**src/rtl/key_reduction_iter.sv**
```systemverilog
// Iterative key reducer: folds a KEY_W-bit key in half once per clock until OUT_W bits remain.
// Optional build macro KEYRED_SALT_EN adds a salt port that is XORed into the reduced key.
module key_reduction_iter #(
  parameter int KEY_W = 512,
  parameter int OUT_W = 16,
  parameter int ROT   = 3
) (
  input  logic             clk,
  input  logic             rst,
  input  logic [KEY_W-1:0] key,
  input  logic             in_valid,
  output logic             in_ready,
  output logic [OUT_W-1:0] red_key,
  output logic             out_valid,
  input  logic             out_ready,
`ifdef KEYRED_SALT_EN
  input  logic [OUT_W-1:0] salt,
`endif
  output logic             busy
);

  // state | meaning
  // IDLE  | waiting for a key, in_ready high
  // FOLD  | one fold round per clock, rcnt = round index
  // DONE  | red_key presented, waiting for out_ready
  localparam logic [1:0] ST_IDLE = 2'd0;
  localparam logic [1:0] ST_FOLD = 2'd1;
  localparam logic [1:0] ST_DONE = 2'd2;

  localparam int ROUNDS = $clog2(KEY_W / OUT_W);
  localparam int RCNT_W = $clog2(ROUNDS + 1);
  localparam logic [RCNT_W-1:0] LAST = RCNT_W'(ROUNDS - 1);

  logic [1:0]        state;
  logic [RCNT_W-1:0] rcnt;
  logic [KEY_W-1:0]  work;
  logic [KEY_W-1:0]  fold [ROUNDS];
  logic [KEY_W-1:0]  fold_sel;
`ifdef KEYRED_SALT_EN
  logic [OUT_W-1:0]  salt_q;
`endif

  // Each round has a fixed half-width and rotation, so every round is static wiring.
  for (genvar r = 0; r < ROUNDS; r++) begin : g_round
    localparam int H = KEY_W >> (r + 1);
    localparam int S = (ROT * (r + 1)) % H;
    logic [H-1:0] hi_rot;
    if (S == 0) begin : g_norot
      assign hi_rot = work[2*H-1:H];
    end else begin : g_rot
      assign hi_rot = {work[2*H-1-S:H], work[2*H-1:2*H-S]};
    end
    assign fold[r] = {{(KEY_W-H){1'b0}}, work[H-1:0] ^ hi_rot};
  end

  always_comb begin
    fold_sel = '0;
    for (int i = 0; i < ROUNDS; i++) begin
      if (rcnt == RCNT_W'(i)) fold_sel = fold[i];
    end
  end

  always_ff @(posedge clk) begin
    if (rst) begin
      state     <= ST_IDLE;
      rcnt      <= '0;
      work      <= '0;
      red_key   <= '0;
      out_valid <= 1'b0;
`ifdef KEYRED_SALT_EN
      salt_q    <= '0;
`endif
    end else begin
      case (state)
        ST_IDLE: begin
          if (in_valid) begin
            work  <= key;
            rcnt  <= '0;
`ifdef KEYRED_SALT_EN
            salt_q <= salt;
`endif
            state <= ST_FOLD;
          end
        end
        ST_FOLD: begin
          work <= fold_sel;
          rcnt <= rcnt + 1'b1;
          if (rcnt == LAST) begin
`ifdef KEYRED_SALT_EN
            red_key <= fold_sel[OUT_W-1:0] ^ salt_q;
`else
            red_key <= fold_sel[OUT_W-1:0];
`endif
            out_valid <= 1'b1;
            state     <= ST_DONE;
          end
        end
        ST_DONE: begin
          if (out_ready) begin
            out_valid <= 1'b0;
            state     <= ST_IDLE;
          end
        end
        default: state <= ST_IDLE;
      endcase
    end
  end

  assign in_ready = (state == ST_IDLE);
  assign busy     = (state != ST_IDLE);

endmodule
```
**config.mk**
```make
export PLATFORM = sky130hd
export DESIGN_NAME = key_reduction_iter
export DESIGN_NICKNAME = d
export VERILOG_FILES = /design/src/rtl/key_reduction_iter.sv
export SDC_FILE = /design/constraint.sdc
export NUM_CORES = 1
export LEC_CHECK = 0
export ABC_CLOCK_PERIOD_IN_PS = 2500
export CORE_ASPECT_RATIO = 0.8
export CORE_MARGIN = 2
export CORE_UTILIZATION = 47
export DETAILED_ROUTE_END_ITERATION = 12
export PLACE_DENSITY = 0.77
export RECOVER_POWER = 100
export SETUP_SLACK_MARGIN = 0.05
export SYNTH_ARGS = -nofsm -noshare
export SYNTH_HDL_FRONTEND = slang
export SYNTH_SLANG_ARGS = --single-unit
export TNS_END_PERCENT = 50
```
**constraint.sdc**
```tcl
create_clock -name clk -period 2.5 [get_ports clk]
set_input_delay 0.5 -clock clk [delete_from_list [all_inputs] [get_ports clk]]
set_output_delay 0.5 -clock clk [all_outputs]
set_load 0.005 [all_outputs]
```
==> results.json <==
{
  "worst-path-stages": 8,
  "grt_usage": 0.336,
  "hold-worst-slack_ns": 0.0892,
  "grt_max_degree": 139,
  "num_io_pins": 535,
  "synth_nets": 3450,
  "yosysWarningCount": 0,
  "path_cells": "inv_2 > ha_4 > or3b_1 > or4_4 > buf_12 > clkbuf_16 > o21ai_0 > a221o_1",
  "reg2reg_depth": 8,
  "reg2reg_slack_ns": 0.06,
  "path_class": "reg2reg",
  "grt_pass1_wl_um": 152000,
  "synthAdderAreaFrac": 0.00240,
  "muxShareOfSynthArea": 0,
  "post-route-period-util": 0.976,
  "hold_path.class": "in2reg",
  "drive_gt1_frac": 0.0835,
  "antenna_found_initial": 29,
  "r2r_start": "rcnt[1]",
  "hold_path.startpoint": "rst",
  "dp_hpwl_um": 67300,
  "place_area_mm2": 0.0319,
  "synth.yosys.seq_area_share": 0.410,
  "cts_made_buffers": 54,
  "final_common_cell": "dfxtp_1",
  "fillers": 4570,
  "fin_util": 0.619,
  "multiInputGateArea_mm2": 0.0141,
  "crit_start": "rcnt[1]",
  "p_leak_nw": 11.9,
  "wl_per_cell_um": 25.7,
  "drc_errors": 0,
  "synth_top_family_by_area": "compound AO/OA/AOI/OAI gates",
  "drtPass1Iterations": 6,
  "ir_worst_vdd_uv": 477,
  "die_h_um": 215,
  "synth_simple_gate_area_share": 0.151,
  "synth_compound_area_frac": 0.336,
  "post-place-ws_ns": -0.107,
  "avgSynthCellArea_um2": 8.91,
  "dr_total_vias": 27500,
  "clock-skew-final_ns": 0.0271,
  "crit_arrival_ns": 2.97,
  "endpoint": "work[141]",
  "fin_crit_ns": 2.44,
  "synthDistinctLibCells": 42,
  "hold_viol": 0,
  "path_delay_family": "simple AND/OR/NAND/NOR gates",
  "htree_levels": 2,
  "r2r_end": "work[141]",
  "netlist_area_mm2": 0.0261,
  "ant_nets": 0,
  "die_area_mm2": 0.0575,
  "cp_max_fo": 35,
  "path_clk_slew_ns": 0.06,
  "clk_path_buf_depth": 3,
  "area_delta_synth_final_pct": 30.7,
  "tritoncts": "built",
  "fin_setup_tns_ns": 0,
  "final_cell_mix": "dfxtp_1, clkdlybuf4s50_1, nor2_1",
  "grt_pass1_vias": 25700,
  "design_area_mm2": 0.0341,
  "synth.ff_latch_count": 534,
  "slowest_delay_ns": 0.52,
  "fin_nets": 3785,
  "start_util": 0.474,
  "worst_pin_slew_ns": 0.961,
  "vias_per_cell": 6.73,
  "core_area_mm2": 0.0551,
  "worst_setup_path_end_kind": "flip-flop",
  "io_buffers": 534,
  "cts-root-buf": "clkbuf_16",
  "worstPathBufferInverterCount": 3,
  "clock_latency_ns": 0.61,
  "start_kind": "flip-flop",
  "grt-ovfl-total": 0,
  "synth-xor-area-share": 0.0429,
  "crit_path_top_delay_cell": "or4_4",
  "required_ns": 3.03,
  "rows": 77,
  "rsz0062_at_grt": "yes",
  "cap_viol_max_count": 0,
  "fin_ws_ns": 0.0605,
  "power_density_mw_per_mm2": 653,
  "status": "finished, final reports clean",
  "postCtsHoldBufs": 0,
  "slew-limit-headroom": 0.359,
  "setup_viol": 0,
  "seq_area_mm2": 0.0107,
  "drt_iter0_drc": 3733,
  "gp_congestion": 0.881,
  "cts_num_sinks": 534,
  "synthCells": 2929,
  "clock.fmax_mhz": 410,
  "routed_wl_um": 105000,
  "slew_violations": 0,
  "fp.dieW_um": 267
}
==> metal layers <==
metal / vias to the layer above / track usage / part of all wire
li1: 11900 / - / -
met1: 13400 / 0.444 / 0.40
met2: 1811 / 0.517 / 0.45
met3: 290 / 0.0788 / 0.11
met4: 12 / 0.159 / 0.044
met5: - / 0 / 0.00088
==> where the power goes <==
group / internal [mW] / switching, mW
registers: 9.04 / 0.838
logic: 2.04 / 1.99
clock network: 4.80 / 3.57
==> flip-flops by register name (all words and copies together) (netlist names) <==
register and flops:
work 512, out_valid 1, rcnt 3, red_key 16
state 2
==> repair_timing <==
item	in CTS	in global routing
pin swaps	0	3
gates resized for setup	37	50
cloned	0	7
endpoints found under the setup margin	71	215
buffers inserted	0	5
==> layout make-up <==
class,instances,share of cell area
Antenna cell,24,0.00176
Timing Repair Buffer,610,0.185
Sequential cell,534,0.313
Tap cell,750,0.0275
Clock buffer,78,0.0464
Clock inverter,19,0.00620
Inverter,57,0.00634
Multi-Input combinational cell,2007,0.414
==> per-stage QoR <==
step	cells	power [mW]
after floorplan	2929	12.0
after global placement	3946	13.7
after detailed placement	3946	13.9
after CTS	4043	22.1
after global routing	4074	22.9
final	4079	22.3
==> worst reg2reg max path, cell delays in order (launching register included) <==
cell,delay [ns]
dfxtp_2,0.37
inv_2,0.08
ha_4,0.19
or3b_1,0.40
or4_4,0.52
buf_12,0.19
clkbuf_16,0.23
o21ai_0,0.22
a221o_1,0.18
==> worst min-delay path by stage <==
stage	cells after the start	to
floorplan	2	work[448]
finish	2	work[316]
CTS	2	work[316]
global placement	2	work[482]
detailed placement	2	work[499]
global route	2	work[316]
==> kinds of logic (layout without fill, tap and decap cells) <==
logic type,Yosys count,count (layout)
buf+inv,388,764
compound gates,1148,1148
simple gates,726,726
flops,534,534
other cells,0,24
fa+ha+maj,5,5
xor+xnor,128,128
==> Yosys cell counts, drive strengths merged <==
| library cell | instances | share of area |
|---|---|---|
| a221o | 239 | 0.092 |
| buf | 49 | 0.010 |
| xor2 | 48 | 0.016 |
| nor4 | 1 | 0.00024 |
| o22ai | 64 | 0.015 |
| or3b | 3 | 0.0010 |
| o22a | 16 | 0.0054 |
| o32ai | 16 | 0.0054 |
| nand2 | 98 | 0.014 |
| o211ai | 16 | 0.0046 |
| and2 | 2 | 0.00048 |
| clkinv | 2 | 0.00029 |
| a22oi | 257 | 0.074 |
| or4 | 2 | 0.00072 |
| nor2b | 21 | 0.0050 |
| dfxtp | 534 | 0.41 |
| o21ai | 129 | 0.025 |
| o221ai | 112 | 0.038 |
| o21bai | 1 | 0.00029 |
| a211oi | 81 | 0.023 |
| a221oi | 32 | 0.011 |
| a21boi | 1 | 0.00029 |
| xnor2 | 80 | 0.027 |
| inv | 55 | 0.0079 |
| nor3b | 193 | 0.067 |
| a21oi | 134 | 0.026 |
| clkbuf | 282 | 0.041 |
| o2111ai | 16 | 0.0054 |
| nand3 | 33 | 0.0063 |
| a2bb2oi | 16 | 0.0054 |
| ha | 5 | 0.0024 |
| a311oi | 17 | 0.0057 |
| nand2b | 22 | 0.0053 |
| nor2 | 350 | 0.050 |
| nor3 | 1 | 0.00019 |
| a21bo | 1 | 0.00038 |
Note: power is estimated with default switching activity, not from simulation.
